===== src/rtl/core_ctrl_pkg.sv =====
// Shared definitions for the core pipeline control logic:
// stage indices and the stall/flush sequencer state encoding.
package core_ctrl_pkg;

   localparam int unsigned NUM_STAGES = 5;

   localparam int unsigned STAGE_IF  = 0;
   localparam int unsigned STAGE_ID  = 1;
   localparam int unsigned STAGE_EX  = 2;
   localparam int unsigned STAGE_MEM = 3;
   localparam int unsigned STAGE_WB  = 4;

   typedef enum logic [1:0] {
      ST_RUN      = 2'd0,
      ST_MDU_WAIT = 2'd1,
      ST_FLUSH    = 2'd2
   } ctrl_state_t;

endpackage


===== src/rtl/stall_prio_encoder.sv =====
// Turns a per-stage hold request vector into a thermometer stall mask:
// every stage at or before the latest requesting stage is stalled.
module stall_prio_encoder
   import core_ctrl_pkg::*;
(
   input  logic [NUM_STAGES-1:0] req,
   output logic [NUM_STAGES-1:0] mask
);

   always_comb begin
      mask = '0;
      for (int unsigned k = 0; k < NUM_STAGES; k++) begin
         mask[k] = |(req >> k);
      end
   end

endmodule


===== src/rtl/pipeline_controller.sv =====
// Stall/flush sequencer for the 5-stage core: merges stage stall requests,
// times multi-cycle mul/div ops and sequences exception flushes.
module pipeline_controller
   import core_ctrl_pkg::*;
#(
   parameter int unsigned ADDR_WIDTH  = 32,
   parameter int unsigned MDU_LATENCY = 32,
   parameter int unsigned CNT_WIDTH   = 6
) (
   input  logic                  clk,
   input  logic                  rst,
   input  logic [NUM_STAGES-1:0] stall_req,
   input  logic                  mdu_start,
   input  logic                  exc_req,
   input  logic [ADDR_WIDTH-1:0] exc_pc,
   output logic [NUM_STAGES-1:0] stall,
   output logic                  flush,
   output logic [ADDR_WIDTH-1:0] flush_pc,
   output logic                  mdu_busy,
   output logic                  mdu_done,
   output logic [31:0]           stall_count
);

   // Remaining MDU_WAIT cycles after the start cycle, minus one.
   localparam logic [CNT_WIDTH-1:0] CNT_LOAD =
      (MDU_LATENCY > 1) ? CNT_WIDTH'(MDU_LATENCY - 2) : '0;

   ctrl_state_t           state, state_next;
   logic [CNT_WIDTH-1:0]  cnt, cnt_next;
   logic [ADDR_WIDTH-1:0] flush_pc_next;
   logic                  mdu_hold;
   logic [NUM_STAGES-1:0] stall_src;
   logic [NUM_STAGES-1:0] stall_mask;

   always_ff @(posedge clk or posedge rst) begin
      if (rst) begin
         state       <= ST_RUN;
         cnt         <= '0;
         flush_pc    <= '0;
         stall_count <= '0;
      end else begin
         state    <= state_next;
         cnt      <= cnt_next;
         flush_pc <= flush_pc_next;
         if (stall[STAGE_IF] && (stall_count != 32'hFFFF_FFFF)) begin
            stall_count <= stall_count + 32'd1;
         end
      end
   end

   always_comb begin
      state_next    = state;
      cnt_next      = cnt;
      flush_pc_next = flush_pc;
      mdu_hold      = 1'b0;
      mdu_busy      = 1'b0;
      mdu_done      = 1'b0;

      case (state)
         ST_RUN: begin
            if (mdu_start) begin
               mdu_busy = 1'b1;
               if (MDU_LATENCY > 1) begin
                  mdu_hold   = 1'b1;
                  state_next = ST_MDU_WAIT;
                  cnt_next   = CNT_LOAD;
               end else begin
                  mdu_done = 1'b1;
               end
            end
         end
         ST_MDU_WAIT: begin
            mdu_busy = 1'b1;
            mdu_hold = 1'b1;
            if (cnt == '0) begin
               mdu_done   = 1'b1;
               state_next = ST_RUN;
            end else begin
               cnt_next = cnt - CNT_WIDTH'(1);
            end
         end
         ST_FLUSH: state_next = ST_RUN;
         default:  state_next = ST_RUN;
      endcase

      // An exception aborts any MDU op and wins over every other transition.
      if (exc_req) begin
         state_next    = ST_FLUSH;
         flush_pc_next = exc_pc;
         cnt_next      = '0;
         mdu_done      = 1'b0;
      end

      if (rst) begin
         mdu_busy = 1'b0;
         mdu_done = 1'b0;
      end

      stall_src           = stall_req;
      stall_src[STAGE_EX] = stall_req[STAGE_EX] | mdu_hold;
      stall               = (rst || (state == ST_FLUSH)) ? '0 : stall_mask;
   end

   assign flush = (state == ST_FLUSH);

   stall_prio_encoder u_prio (
      .req  (stall_src),
      .mask (stall_mask)
   );

endmodule


===== config.mk =====
export PLATFORM = sky130hd
export DESIGN_NAME = pipeline_controller
export DESIGN_NICKNAME = d
export VERILOG_FILES = /design/src/rtl/core_ctrl_pkg.sv /design/src/rtl/stall_prio_encoder.sv /design/src/rtl/pipeline_controller.sv
export SDC_FILE = /design/constraint.sdc
export NUM_CORES = 1
export LEC_CHECK = 0
export BUFFER_PORTS_ARGS = -buffer_cell sky130_fd_sc_hd__buf_2
export CAP_MARGIN = 5
export CORE_AREA = 2 2 100 82
export CTS_CLUSTER_DIAMETER = 80
export DETAILED_ROUTE_END_ITERATION = 6
export DIE_AREA = 0 0 102 84
export PLACE_DENSITY = 0.75
export SLEW_MARGIN = 0
export SYNTH_ARGS = -nofsm -noshare
export SYNTH_HDL_FRONTEND = slang
export SYNTH_SLANG_ARGS = --single-unit

===== constraint.sdc =====
create_clock -name clk -period 2.24 [get_ports clk]
set_clock_uncertainty 0.1 [all_clocks]
set_input_delay 0.448 -clock clk [delete_from_list [all_inputs] [get_ports clk]]
set_output_delay 0.448 -clock clk [all_outputs]
set_load 0.1 [all_outputs]

# Word level (Yosys, flattened, before mapping)
# Cells that the tools add are included.
dict set report word_totals {
  register_bits 72
  inputBits 41
  word_cells 40
}
dict set report classes {
  add_sub_neg 2
  n_eq_ne 6
  mux 16
  n_bitwise 1
  n_reduce_logical 11
}
# operator count
set op_table {}
lappend op_table {{$add A32 B1 Y32 const B} 1}
lappend op_table {{$ne A32 B32 Y1 const B} 1}
lappend op_table {{$mux W6} 3}
lappend op_table {{$pmux W6 S2} 1}
lappend op_table {{$ne A3 B3 Y1 const B} 3}
lappend op_table {{$logic_not A6 Y1} 1}
lappend op_table {{$mux W1} 6}
lappend op_table {{$mux W2} 3}
lappend op_table {{$sub A6 B1 Y6 const B} 1}
lappend op_table {{$mux W5} 1}
lappend op_table {{$reduce_or A5 Y1} 1}
lappend op_table {{$pmux W2 S2} 1}
lappend op_table {{$reduce_or A4 Y1} 1}
lappend op_table {{$reduce_and A3 Y1} 1}
lappend op_table {{$reduce_bool A3 Y1} 1}
lappend op_table {{$reduce_or A3 Y1} 1}
lappend op_table {{$eq A2 B1 Y1 const B} 1}
lappend op_table {{$eq A2 B2 Y1 const B} 1}
lappend op_table {{$logic_not A2 Y1} 1}
lappend op_table {{$pmux W1 S2} 1}
lappend op_table {{$reduce_and A2 Y1} 1}
lappend op_table {{$reduce_or A2 Y1} 1}
lappend op_table {{$logic_and A1 B1 Y1} 1}
lappend op_table {{$logic_or A1 B1 Y1} 1}
lappend op_table {{$or A1 B1 Y1} 1}

# Logic depth before layout (Yosys ltp)
dict set report depth {
  word_depth 6
  depth_mapped 7
  ltp_nobuf 6
}

# By module
# From an unflattened synthesis, not the netlist that was laid out.
dict set report hier_totals {
  cells_unflattened 266
  area_unflattened_um2 3280.6
}
# mod n_inst cells_per_inst area_per_inst_um2 seq_area_each_um2
set by_module_without_submodules {}
lappend by_module_without_submodules {pipeline_controller 1 261 3243.1 1801.7}
lappend by_module_without_submodules {stall_prio_encoder 1 5 37.5 0.0}

# Least setup slack after synthesis
# Ideal clock, no wire load.
dict set report synth_timing {
  path_kind {register to output}
  startpoint {register cnt[0]}
  endpoint {output mdu_done}
  t_arrival_ns 3.921
  required_ns 1.692
  setup_slack_ns -2.229
  path_stages_with_launch 5
  path_buffers 0
  path_cell_list {dfrtp_1 -> inv_1 -> ha_1 -> and3_1 -> nor4b_1}
}
dict set report synth_between {
  elab_chain_len 5
}
# element line_no
set synth_lines {}
lappend synth_lines {{start: declaration} pipeline_controller.sv:29} ;# logic [CNT_WIDTH-1:0] cnt, cnt_next;
lappend synth_lines {{start signal: assignment} pipeline_controller.sv:43} ;# cnt <= cnt_next;
lappend synth_lines {{$logic_not A6 Y1} pipeline_controller.sv:75} ;# if (cnt == '0) begin
lappend synth_lines {{$mux W1} pipeline_controller.sv:75}
lappend synth_lines {{$mux W1} n/a}
lappend synth_lines {{$mux W1} pipeline_controller.sv:87} ;# if (exc_req) begin
lappend synth_lines {{$mux W1} pipeline_controller.sv:94} ;# if (rst) begin
lappend synth_lines {{end: declaration} pipeline_controller.sv:20} ;# output logic mdu_done,
# Every way passes these cells.

# Worst setup path after layout
dict set report layout_timing {
  startpoint {register state[1]}
  endpoint {output stall[0]}
}
dict set report layout_between {
  elab_chain_len 5
}
# element line_no
set layout_lines {}
lappend layout_lines {{start: declaration} pipeline_controller.sv:28} ;# ctrl_state_t state, state_next;
lappend layout_lines {{start signal: assignment} pipeline_controller.sv:42} ;# state <= state_next;
lappend layout_lines {{$eq A2 B1 Y1 / $logic_not A2 Y1 (equally long branches)} pipeline_controller.sv:59} ;# case (state)
lappend layout_lines {{$pmux W1 S2} pipeline_controller.sv:59}
lappend layout_lines {{$or A1 B1 Y1} pipeline_controller.sv:100} ;# stall_src[STAGE_EX] = stall_req[STAGE_EX] | mdu_hold;
lappend layout_lines {{$reduce_or A5 Y1} stall_prio_encoder.sv:13} ;# mask[k] = |(req >> k);
lappend layout_lines {{$mux W5 (*)} pipeline_controller.sv:101} ;# stall = (rst || (state == ST_FLUSH)) ? '0 : stall_mask;
lappend layout_lines {{end: declaration} pipeline_controller.sv:16} ;# output logic [NUM_STAGES-1:0] stall,
# Every way passes the cells marked *; elsewhere a longest branch is shown, timed or not.

==> metrics.csv <==
metric,value,unit
result of the run,finished clean,
DR vias,2604,
placement-stage cell area,4260,um2
CP endpoint kind,primary output,
worst path arrival time,1.63,ns
share of cells above drive strength 1,59.6,%
P per Cell Area,910,nW/um2
wire length of the first global-routing pass,12.6,mm
highest clock frequency the design can meet,458,MHz
"Worst Setup Slack, final",0.0587,ns
Netlist cell types,43,
CTS tree,built,
category of the critical setup timing path,flop to primary output,
syn avg cell area,12.4,um2
peak ir drop on the vdd network,646,uV
Die X-Extent,102,um
max-capacitance violation count,0,
Die Footprint,8570,um2
total count of hold-check failures in the final report,0,
Worst Reg2Reg Path Length in Cells,7,
total iterations of the first detailed-routing run,4,
Post-synth top flop,dfrtp_1,
Worst Path Required,1.69,ns
average via count per standard cell,5.07,
final critical path time including I/O delays and setup,2.18,ns
core region area,7690,um2
tightest hold margin,0.192,ns
detailed placement HPWL,5.54,mm
Power Total,4.14,mW
sequential share of the synthesized area,54.2,%
WL per Instance,15.0,um
CTS sink cnt,72,
Clock Pin Slew Worst Setup and Hold Paths,0.08,ns
number of register bits inferred by synthesis,72,
dpl ws,0.00313,ns
area grow syn2layout,36.7,%
proportion of register bits with asynchronous set or reset after synthesis,100,%
pin count of the biggest net entering global routing,41,
Worst Hold Class,input port to async pin,
number of warning messages in the yosys log,0,
NumNets Final,445,
count of port buffers added during placement,112,
portion of the clock cycle consumed by the worst path in the final layout,97.4,%
Final Util,59.1,%
starting density of the core,43.2,%
critical path startpoint category,flop,
worst-path maximum fanout,5,
netlist area before placement,3330,um2
# IOs,113,
GRT overflow,0,
violation count after the first detailed-route iteration,78,
clock buffer depth,2,
number of placement rows,29,
overall track demand over capacity in global routing,19.0,%
number of antenna cells inserted,0,
max-slew violation total from the final report,0,
gate count of the mapped netlist,269,
root buffer selected by CTS,clkbuf_8,
post-route cell area,4550,um2
unrepaired setup endpoints after global routing,true,
Routability Congestion,0.826,
number of enable-type register cells in the synthesized netlist,0,
Post-Synthesis Net Count,313,
post-route ant nets,0,
count of unresolved DRC violations after routing,0,
die height,84,um
clock buffer count from CTS,9,
Rel. slew slack,62.6,%
number of levels in the clock H-tree,3,
antenna violations before repair,0,
"wirelength, routed",7.73,mm
Worst Max-Slew Pin Slew,0.558,ns
leakage power of the design,2.14,nW
via count of the first global-routing pass,2571,
count of fill cells added during filler insertion,662,
final setup violation count,0,
Worst-Skew Late Latency,0.35,ns
[layer usage]
layer | global-route usage, % | share of wire, % | wire (um)
met5 | 0 | 0 | 0
met4 | 5.70 | 1.5 | 114
met3 | 5.78 | 4.3 | 336
met2 | 29.5 | 49 | 3820
met1 | 25.6 | 45 | 3470
[power by group]
part           internal (mW)  leakage (nW)  switching (mW)
Combinational          0.298          1.17            1.14
Sequential              1.43         0.868           0.133
Clock                  0.633         0.103           0.507
[stage by stage]
stage	setup TNS, ns	std cells
after global routing	-0.0383	514
after floorplan	-0.157	269
after CTS	0	509
final	0	514
after global placement	-0.00389	492
after detailed placement	0	492
[state kept, by name (all words and copies together) (netlist names)]
| name | cells |
|---|---|
| cnt | 6 |
| stall_count | 32 |
| state | 2 |
| flush_pc | 32 |
[cell usage in the layout (no fill, tap or decap), types with 3 or more instances in the layout]
cell	count
a21oi_1	4
and3_1	9
and4_1	4
buf_12	5
buf_2	105
buf_4	21
clkbuf_8	9
clkinvlp_4	3
dfrtp_1	41
dfrtp_2	31
ha_1	3
inv_1	3
mux2_2	33
nand2_1	9
nand3_1	14
nand4_1	12
nor2_1	7
nor3_1	7
nor4_2	6
xnor2_1	20
xor2_1	11
[cells in the mapped netlist (6+ instances only)]
| master | number | area share [%] |
|---|---|---|
| a21oi_1 | 6 | 0.90 |
| nor3_1 | 7 | 1.1 |
| nor4_2 | 6 | 2.3 |
| dfrtp_1 | 72 | 54 |
| nand4_1 | 12 | 2.3 |
| inv_1 | 6 | 0.68 |
| and3_1 | 10 | 1.9 |
| nand2_1 | 9 | 1.0 |
| nor2_1 | 11 | 1.2 |
| xor2_1 | 11 | 2.9 |
| mux2_2 | 33 | 11 |
| xnor2_1 | 20 | 5.3 |
| nand3_1 | 14 | 2.1 |
[area by class of cell]
| class | count | area [um2] | share of cell area, % |
|---|---|---|---|
| clock buffer | 10 | 128 | 2.81 |
| sequential | 72 | 1840 | 40.5 |
| clock inverter | 6 | 92.6 | 2.04 |
| tap | 108 | 135 | 2.97 |
| inverter | 7 | 32.5 | 0.715 |
| multi-input combinational | 178 | 1520 | 33.3 |
| timing repair buffer | 133 | 806 | 17.7 |
[final timing paths]
| check | startpoint | end | slack [ns] |
|---|---|---|---|
| max in group asynchronous | rst | stall_count[29] | 1.46 |
| setup reg to reg | cnt[0] | cnt[5] | 0.16 |
| hold / removal | rst | state[1] | 0.19 |
| setup / recovery | state[1] | stall[0] | 0.06 |
| min in group clk | exc_pc[26] | flush_pc[26] | 0.22 |
| hold reg to reg | stall_count[11] | stall_count[11] | 0.38 |
[critical path, stage by stage, from the launching register on]
cell     delay (ns)
dfrtp_1        0.44
nor2b_4        0.17
a311o_1        0.40
inv_4          0.09
buf_8          0.19
[cells by family after synthesis]
family	count (synthesis)	synth area share (%)
AND/OR/NAND/NOR	93	18.6
adder cells (fa/ha/maj)	3	1.13
flip-flops	72	54.2
XOR/XNOR	31	8.16
multiplexers	33	11.2
buffers and inverters	19	2.56
AO/OA/AOI/OAI	18	4.25
[what timing repair did]
item,CTS,global route
setup endpoints to repair,9,3
hold buffers,0,0
pin swaps,0,2
resized for setup,8,4
buffers inserted,1,5
(Power assumes the default switching activity.)
